==> src/rtl/sudoku_group_pruner_pkg.sv <==
// Shared definitions for the sudoku group pruner and the cell helpers.
// Contents:
//   - FSM state encodings (IDLE/READ/WRITE/FIN).
//   - Cell register address constants.
//   - Digit mask width and the all-digits mask.
//   - digit_popcount: counts the set digit bits of a [9:1] value.
package sudoku_group_pruner_pkg;

    localparam int DIGIT_W = 9;

    localparam logic [1:0] ST_IDLE  = 2'd0;
    localparam logic [1:0] ST_READ  = 2'd1;
    localparam logic [1:0] ST_WRITE = 2'd2;
    localparam logic [1:0] ST_FIN   = 2'd3;

    localparam logic CELL_ADDR_VALUE = 1'b0;
    localparam logic CELL_ADDR_VALID = 1'b1;

    localparam logic [DIGIT_W-1:0] DIGIT_MASK_ALL = 9'h1FF;

    function automatic logic [3:0] digit_popcount(input logic [9:1] value);
        logic [3:0] cnt;
        cnt = 4'd0;
        for (int i = 1; i <= 9; i++) begin
            cnt = cnt + {3'd0, value[i]};
        end
        return cnt;
    endfunction

endpackage

==> src/rtl/sudoku_onehot_check.sv <==
// Combinational classifier for a cell digit value.
// Ports:
//   value_i     [9:1]  digit mask (bit d set = digit d)
//   is_zero_o          no digit set (unsolved cell)
//   is_onehot_o        exactly one digit set (well-formed solved cell)
module sudoku_onehot_check
    import sudoku_group_pruner_pkg::*;
(
    input  logic [9:1] value_i,
    output logic       is_zero_o,
    output logic       is_onehot_o
);

    assign is_zero_o   = (value_i == 9'd0);
    assign is_onehot_o = (digit_popcount(value_i) == 4'd1);

endmodule

==> src/rtl/sudoku_group_pruner.sv <==
// Prunes one sudoku group (row, column or box): reads every cell's committed
// value, collects the used digits and writes the complement to every cell's
// candidate register. Groups holding a duplicate or malformed value are
// flagged and left untouched.
// Ports:
//   clk, reset_n        clock and synchronous active-low reset
//   start               one-cycle run request (ignored unless idle)
//   busy / done         run in progress / one-cycle end-of-run pulse
//   conflict, used_mask run result, held until the next accepted start
//   cell_sel, cell_address, cell_we, cell_wdata  cell bus command
//   cell_rdata          combinational read data from the selected cell
module sudoku_group_pruner
    import sudoku_group_pruner_pkg::*;
#(
    parameter int N_CELLS      = 9,
    parameter int IDX_W        = 4,
    parameter int WRITE_SOLVED = 1
) (
    input  logic             clk,
    input  logic             reset_n,
    input  logic             start,
    output logic             busy,
    output logic             done,
    output logic             conflict,
    output logic [9:1]       used_mask,
    output logic [IDX_W-1:0] cell_sel,
    output logic             cell_address,
    output logic             cell_we,
    output logic [9:1]       cell_wdata,
    input  logic [9:1]       cell_rdata
);

    localparam logic [IDX_W-1:0] LAST_IDX = IDX_W'(N_CELLS - 1);

    logic [1:0]         state_q, state_d;
    logic [IDX_W-1:0]   idx_q, idx_d;
    logic [9:1]         seen_q, seen_d;
    logic               bad_q, bad_d;
    logic [N_CELLS-1:0] solved_q, solved_d;
    logic               conflict_q, conflict_d;
    logic [9:1]         used_q, used_d;

    logic rd_zero_s;
    logic rd_onehot_s;

    sudoku_onehot_check u_onehot (
        .value_i     (cell_rdata),
        .is_zero_o   (rd_zero_s),
        .is_onehot_o (rd_onehot_s)
    );

    // Next-state logic for the read/write sequencer and result capture.
    always_comb begin
        state_d    = state_q;
        idx_d      = idx_q;
        seen_d     = seen_q;
        bad_d      = bad_q;
        solved_d   = solved_q;
        conflict_d = conflict_q;
        used_d     = used_q;
        case (state_q)
            ST_IDLE: begin
                if (start) begin
                    state_d    = ST_READ;
                    idx_d      = {IDX_W{1'b0}};
                    seen_d     = 9'd0;
                    bad_d      = 1'b0;
                    solved_d   = {N_CELLS{1'b0}};
                    conflict_d = 1'b0;
                    used_d     = 9'd0;
                end else begin
                    state_d = ST_IDLE;
                end
            end
            ST_READ: begin
                // A nonzero value is bad if malformed or if its digit is already used.
                if (!rd_zero_s && (!rd_onehot_s || ((cell_rdata & seen_q) != 9'd0))) begin
                    bad_d = 1'b1;
                end else begin
                    bad_d = bad_q;
                end
                seen_d          = seen_q | cell_rdata;
                solved_d[idx_q] = !rd_zero_s;
                if (idx_q == LAST_IDX) begin
                    idx_d = {IDX_W{1'b0}};
                    // bad_d already includes the final sample.
                    if (bad_d) begin
                        state_d    = ST_FIN;
                        conflict_d = 1'b1;
                        used_d     = seen_d;
                    end else begin
                        state_d = ST_WRITE;
                    end
                end else begin
                    idx_d = idx_q + {{(IDX_W-1){1'b0}}, 1'b1};
                end
            end
            ST_WRITE: begin
                if (idx_q == LAST_IDX) begin
                    state_d    = ST_FIN;
                    idx_d      = {IDX_W{1'b0}};
                    conflict_d = bad_q;
                    used_d     = seen_q;
                end else begin
                    idx_d = idx_q + {{(IDX_W-1){1'b0}}, 1'b1};
                end
            end
            ST_FIN: begin
                state_d = ST_IDLE;
            end
            default: begin
                state_d = ST_IDLE;
            end
        endcase
    end

    // State and result registers with synchronous active-low reset.
    always_ff @(posedge clk) begin
        if (!reset_n) begin
            state_q    <= ST_IDLE;
            idx_q      <= {IDX_W{1'b0}};
            seen_q     <= 9'd0;
            bad_q      <= 1'b0;
            solved_q   <= {N_CELLS{1'b0}};
            conflict_q <= 1'b0;
            used_q     <= 9'd0;
        end else begin
            state_q    <= state_d;
            idx_q      <= idx_d;
            seen_q     <= seen_d;
            bad_q      <= bad_d;
            solved_q   <= solved_d;
            conflict_q <= conflict_d;
            used_q     <= used_d;
        end
    end

    // Outputs are decoded purely from registered state.
    assign busy         = (state_q == ST_READ) || (state_q == ST_WRITE);
    assign done         = (state_q == ST_FIN);
    assign conflict     = conflict_q;
    assign used_mask    = used_q;
    assign cell_sel     = idx_q;
    assign cell_address = (state_q == ST_WRITE) ? CELL_ADDR_VALID : CELL_ADDR_VALUE;
    assign cell_we      = (state_q == ST_WRITE) && ((WRITE_SOLVED != 0) || !solved_q[idx_q]);
    assign cell_wdata   = (state_q == ST_WRITE) ? (~seen_q & DIGIT_MASK_ALL) : 9'd0;

endmodule

==> config.mk <==
export PLATFORM = sky130hd
export DESIGN_NAME = sudoku_group_pruner
export DESIGN_NICKNAME = d
export VERILOG_FILES = /design/src/rtl/sudoku_group_pruner_pkg.sv /design/src/rtl/sudoku_onehot_check.sv /design/src/rtl/sudoku_group_pruner.sv
export SDC_FILE = /design/constraint.sdc
export NUM_CORES = 1
export LEC_CHECK = 0
export ABC_CLOCK_PERIOD_IN_PS = 10900
export BUFFER_PORTS_ARGS = -buffer_cell sky130_fd_sc_hd__buf_2
export CAP_MARGIN = 20
export CORE_UTILIZATION = 58
export DETAILED_ROUTE_END_ITERATION = 10
export GPL_ROUTABILITY_DRIVEN = 0
export PLACE_DENSITY = 0.85
export RECOVER_POWER = 25
export SLEW_MARGIN = 20
export SYNTH_ARGS = -nofsm -noshare
export SYNTH_HDL_FRONTEND = slang
export SYNTH_HIERARCHICAL = 1
export SYNTH_SLANG_ARGS = --single-unit
==> constraint.sdc <==
create_clock -name clk -period 10.9 [get_ports clk]
set_input_delay 0.545 -clock clk [delete_from_list [all_inputs] [get_ports clk]]
set_output_delay 0.545 -clock clk [all_outputs]
set_load 0.05 [all_outputs]
==> results of run 1 <==
==> layout make-up <==
| cell class | count | area [sq um] | share of cell area |
|---|---|---|---|
| multi-input cells | 146 | 1070 | 0.559 |
| flip-flops and latches | 26 | 520 | 0.273 |
| repair buffers | 38 | 175 | 0.0917 |
| inverters | 19 | 71.3 | 0.0374 |
| well taps | 31 | 38.8 | 0.0203 |
| clock buffers | 4 | 36.3 | 0.0190 |
==> Yosys cell counts (2+ instances only) <==
cell type	number	area share
a21oi_1	28	0.082
dfxtp_1	26	0.30
inv_1	19	0.042
nand2_1	15	0.033
mux2i_1	11	0.064
nor3b_1	11	0.048
ha_1	9	0.066
nor2b_1	9	0.033
or2_2	9	0.033
clkbuf_1	7	0.015
nand3_1	6	0.018
fa_1	5	0.058
a22oi_2	4	0.029
o21ai_0	4	0.012
a21boi_0	3	0.013
nand2b_1	3	0.011
nor2_1	3	0.0066
a21o_1	2	0.0088
a31oi_1	2	0.0073
nand3b_1	2	0.0088
nor3_1	2	0.0058
o21a_1	2	0.0088
==> logic make-up (layout without fill, tap and decap cells) <==
group                    Yosys count  count (layout)  synth area share
AND/OR/NAND/NOR                   70              70             0.242
multiplexers                      11              11            0.0642
adder cells (fa/ha/maj)           14              14             0.124
AO/OA/AOI/OAI                     51              51             0.192
buffers and inverters             30              61            0.0737
flip-flops                        26              26             0.304
==> tightest hold or removal path: stages (launching register included) <==
cell and delay, ns:
dfxtp_1 0.33, nand2_1 0.05, mux2i_1 0.05
==> registers in the layout, summed over array words and instances, names as in the netlist <==
name / flops
conflict: 1
bad_q: 1
state_q: 2
seen_q: 9
cell_sel: 4
used_mask: 9
==> per-layer routing <==
| metal | share of wire | GRT usage | up-vias |
|---|---|---|---|
| li1 | - | - | 755 |
| met1 | 0.50 | 0.364 | 698 |
| met2 | 0.45 | 0.383 | 35 |
| met3 | 0.035 | 0.0300 | 6 |
| met4 | 0.020 | 0.0976 | 0 |
| met5 | 0 | 0 | - |
==> through the flow <==
stage | cells | hold slack, ns | instance area [sq um] | setup slack, ns
6_report | 264 | 0.468 | 1910 | 6.39
5_1_grt | 264 | 0.484 | 1910 | 6.19
4_1_cts | 264 | 0.468 | 1920 | 6.42
3_5_place_dp | 260 | 0.450 | 1890 | 6.07
3_3_place_gp | 260 | 0.444 | 1890 | 6.13
2_1_floorplan | 202 | 0.480 | 1710 | 6.86
==> power groups by stage <==
stage          clock network, mW  registers, mW  logic, mW
2_1_floorplan                  0          0.129      0.234
3_3_place_gp                   0          0.120      0.287
3_5_place_dp                   0          0.120      0.291
4_1_cts                   0.0499          0.118      0.292
5_1_grt                   0.0539          0.120      0.315
6_report                  0.0492          0.118      0.291
==> path summary, 6_finish.rpt <==
path | end | slack [ns] | startpoint | depth (start not counted)
max | used_mask[8]$_SDFFE_PN0P_ | 6.39 | cell_rdata[1] | 12
min | used_mask[7]$_SDFFE_PN0P_ | 0.47 | used_mask[7]$_SDFFE_PN0P_ | 2
max reg2reg | used_mask[8]$_SDFFE_PN0P_ | 8.35 | state_q[0]$_SDFFE_PN0P_ | 4
min reg2reg | used_mask[7]$_SDFFE_PN0P_ | 0.47 | used_mask[7]$_SDFFE_PN0P_ | 2
==> flow_summary.yaml, run 1 <==
run_status:
  status: "finished clean"
die:
  io_pins: 39
  die_area_sq_mm: 0.00318
  core-area_sq_mm: 0.00278
  die_y_um: 56.4
  start_util: 0.616
  rows: 19
  die_w_um: 56.4
power:
  p_clk_frac: 0.107
  power.leakage_nw: 0.836
  p_int_mw: 0.219
  power_mw: 0.459
  powerDensity_mw_per_mm2: 240
  irDropWorstVdd_mv: 0.211
  p_comb_frac: 0.635
  p_sw_mw: 0.240
  switching_share: 0.523
  p_seq_frac: 0.258
clock_network:
  numCtsBuffers: 3
  clk_pin_slew_ns: 0.14
  cts_resized: 0
  cts_max_path_buffers: 2
  clock_sinks: 26
  cts_tree: "yes"
  h-tree-depth: 1
  cts_hold_buf: 0
  root_buffer: "clkbuf_4"
  postCtsSetupRepairBufs: 0
  clock_latency_ns: 0.32
logic_synthesis:
  avgSynthCellArea_sq_um: 8.49
  yosysSeqAreaShare: 0.304
  synth_area_sq_mm: 0.00171
  ys.flop_type: "dfxtp_1"
  syn_inst: 202
  syn_nets: 228
  synthArstFlopShare: 0
  synth.lib_cells_used.distinct: 42
  ys_warn_count: 6
  ys_ff_latch: 26
  synth-edff-count: 0
sta:
  period_share: 0.414
  setup_viol: 0
  rsz0062_at_grt: "false"
  final.min_clock_period_ns: 4.51
  hold_viol: 0
  fin_tns_setup_ns: 0
  maxSlewHeadroom: 0.281
  worst_pin_slew_ns: 1.08
  fmaxAchievable_ghz: 0.222
  final_max_slew_viol_count: 0
  skew_ns: 0.00435
route:
  dr.pass1.iters: 4
  ant_nets: 0
  routed_wl_um: 3700
  wl_per_cell_um: 14.0
  vias_per_cell: 5.66
  drc: 0
  drt_iter0_drc: 45
  dr_total_vias: 1494
worst_setup_path:
  arrival_ns: 4.77
  worstPathRequired_ns: 11.16
  crit_buf_inv: 2
  cp_max_fo: 10
  critical_path_class: "in -> reg"
  cp_slowest_cell: "o311ai_2"
  cp_cell_sequence: "buf_2, inv_1, fa_1, fa_1, fa_1, fa_1, fa_1, nor4bb_1, a41o_1, nand3_1, o311ai_2, mux2i_1"
  cpLargestDelayFamily: "adder cells"
  critPathMostFrequentCell: "fa_1"
  max_stage_delay_ns: 0.92
  critPathLaunchType: "input port"
  cp-end-kind: "flop"
layout:
  layout_common_cells: "28 x a21oi_1, 26 x dfxtp_1, 26 x buf_2"
  drive_gt1_frac: 0.197
  utilization: 0.686
  n_antenna_cell: 0
  n_fill_cell: 266
  syn_to_final_growth_pct: 11.4
  nets: 260
  mostFrequentLayoutCell: "a21oi_1"
hold_path:
  hold_path.class: "reg -> reg"
grt:
  gr-total-overflow: 0
  grt_pass1_wl_um: 6240
  antenna_found_initial: 0
  grt_max_degree: 30
  grt.total_usage: 0.251
  grt_pass1_vias: 1348
placement:
  io_buffers: 38
  dp_hpwl_um: 2680
run:
  drv_cap: 0
(Power assumes the default switching activity.)
==> inputs of run 2 (changes only) <==
- ABC_CLOCK_PERIOD_IN_PS: 10900 -> 4600
- CORE_UTILIZATION: 58 -> 54
- PLACE_DENSITY: 0.85 -> 0.8
- clock period: 10.9 -> 4.6 ns (I/O delays scaled with it)
==> run 2 against run 1 <==
Sequential power up 140%. Core utilization down 4.3 points. Via count down 0.60%. Total power up 150%. First-iteration DRC count up 87%. Count of clock-buffer cells in the layout down 1. Sequential share of layout area down 0.54 points. Critical path depth up 1. Clock skew up 0.0020 ns. Register-to-register slack worse by 5.9 ns. Largest power group unchanged.
==> flow_summary.yaml, run 2 (synthesis gave the netlist of run 1 again) <==
route:
  drt_iter0_drc: 84
  drc: 0
  dr_total_vias: 1485
  ant_nets: 0
  routed_wl_um: 3560
  vias_per_cell: 5.34
  wl_per_cell_um: 12.8
  dr.pass1.iters: 4
die:
  die_area_sq_mm: 0.00340
  start_util: 0.566
  io_pins: 39
  rows: 20
  die_y_um: 58.3
  die_w_um: 58.3
  core-area_sq_mm: 0.00303
run_status:
  status: "finished clean"
grt:
  grt.total_usage: 0.218
  grt_pass1_wl_um: 5730
  grt_pass1_vias: 1246
  antenna_found_initial: 0
  gr-total-overflow: 0
  grt_max_degree: 30
layout:
  n_antenna_cell: 0
  utilization: 0.643
  syn_to_final_growth_pct: 13.6
  layout_common_cells: "28 x a21oi_1, 26 x dfxtp_1, 25 x buf_2"
  drive_gt1_frac: 0.197
  nets: 261
  mostFrequentLayoutCell: "a21oi_1"
  final_cell_count_no_fill: 278
worst_setup_path:
  r2r-end: "used_mask[9]$_SDFFE_PN0P_"
  worstPathRequired_ns: 4.88
  r2r-start: "state_q[1]$_SDFFE_PN0P_"
  cp_cell_sequence: "buf_2, inv_1, fa_1, fa_1, fa_1, fa_1, fa_1, nor4bb_1, a41o_1, nand3_1, o311ai_2, buf_4, mux2i_1"
  critPathLaunchType: "input port"
  cp-startpoint: "cell_rdata[1]"
  crit_buf_inv: 3
  r2r_slack_ns: 2.49
  crit_cells: 13
  setup.worst_path.end: "used_mask[9]$_SDFFE_PN0P_"
  critical_path_class: "in -> reg"
  cp_max_fo: 10
  max_stage_delay_ns: 0.55
  cp_slowest_cell: "fa_1"
  cp-end-kind: "flop"
  cpLargestDelayFamily: "adder cells"
  r2r_cells: 6
  arrival_ns: 3.96
  critPathMostFrequentCell: "fa_1"
sta:
  hold_viol: 0
  setup_viol: 0
  maxSlewHeadroom: 0.462
  final_max_slew_viol_count: 0
  fin_tns_setup_ns: 0
  skew_ns: 0.00634
  final.min_clock_period_ns: 3.68
  rsz0062_at_grt: "false"
  worst_pin_slew_ns: 0.808
  period_share: 0.800
  fmaxAchievable_ghz: 0.272
power:
  powerDensity_mw_per_mm2: 580
  power.leakage_nw: 0.843
  power_mw: 1.13
  irDropWorstVdd_mv: 0.271
clock_network:
  clock_latency_ns: 0.33
  cts_max_path_buffers: 2
  clk_pin_slew_ns: 0.15
  clock_sinks: 26
  postCtsSetupRepairBufs: 0
  numCtsBuffers: 3
  cts_resized: 0
  root_buffer: "clkbuf_4"
  cts_tree: "yes"
  h-tree-depth: 1
  cts_hold_buf: 0
hold_path:
  hold_path.class: "in -> reg"
placement:
  io_buffers: 38
  dp_hpwl_um: 2610
  place_inst: 274
run:
  drv_cap: 0
-- run 2: changes by cell type in the layout (fill, tap and decap cells not counted), sizes merged --
| cell | change |
|---|---|
| bufinv | +1 |
-- run 2: worst register-to-register path: stages, from the launching register on --
cell and delay (ns):
dfxtp_1 0.36, inv_1 0.08, ha_1 0.68, o21ai_1 0.33, o311ai_2 0.15, buf_4 0.25, mux2i_1 0.20
-- run 2: worst min-delay path by stage --
stage | startpoint | to | slack (ns) | cells past startpoint
after floorplan | cell_rdata[1] | seen_q[1]$_SDFFE_PN0P_ | 0.43 | 2
after global placement | used_mask[4]$_SDFFE_PN0P_ | used_mask[4]$_SDFFE_PN0P_ | 0.44 | 2
after detailed placement | used_mask[2]$_SDFFE_PN0P_ | used_mask[2]$_SDFFE_PN0P_ | 0.45 | 2
after CTS | cell_rdata[8] | seen_q[8]$_SDFFE_PN0P_ | 0.22 | 3
after global routing | cell_rdata[8] | seen_q[8]$_SDFFE_PN0P_ | 0.22 | 3
final | cell_rdata[1] | seen_q[1]$_SDFFE_PN0P_ | 0.22 | 3
-- run 2: power breakdown --
part	switching (mW)	total (mW)	internal [mW]
clock network	0.0717	0.160	0.0882
logic	0.469	0.690	0.221
registers	0.0285	0.280	0.252
total	0.569	1.13	0.561
-- run 2: layer usage --
layer / up-vias / track usage / wire [um]
li1: 757 / - / -
met1: 690 / 0.312 / 1820
met2: 33 / 0.338 / 1560
met3: 5 / 0.0330 / 125
met4: 0 / 0.0748 / 48
met5: - / 0 / 0
-- run 2: layout make-up --
class | count | area (sq um)
Fill cell | 264 | 1080
Multi-Input combinational cell | 146 | 1070
Clock inverter | 1 | 30.0
Timing Repair Buffer | 39 | 181
Clock buffer | 3 | 22.5
Inverter | 19 | 71.3
Tap cell | 44 | 55.1
Sequential cell | 26 | 520
-- run 2: through the flow --
stage,setup WS (ns),cell area (sq um),hold WS (ns)
final,0.921,1950,0.219
after global routing,0.718,1950,0.219
after CTS,0.948,1960,0.218
after detailed placement,0.587,1910,0.448
after global placement,0.634,1910,0.444
after floorplan,0.874,1710,0.433
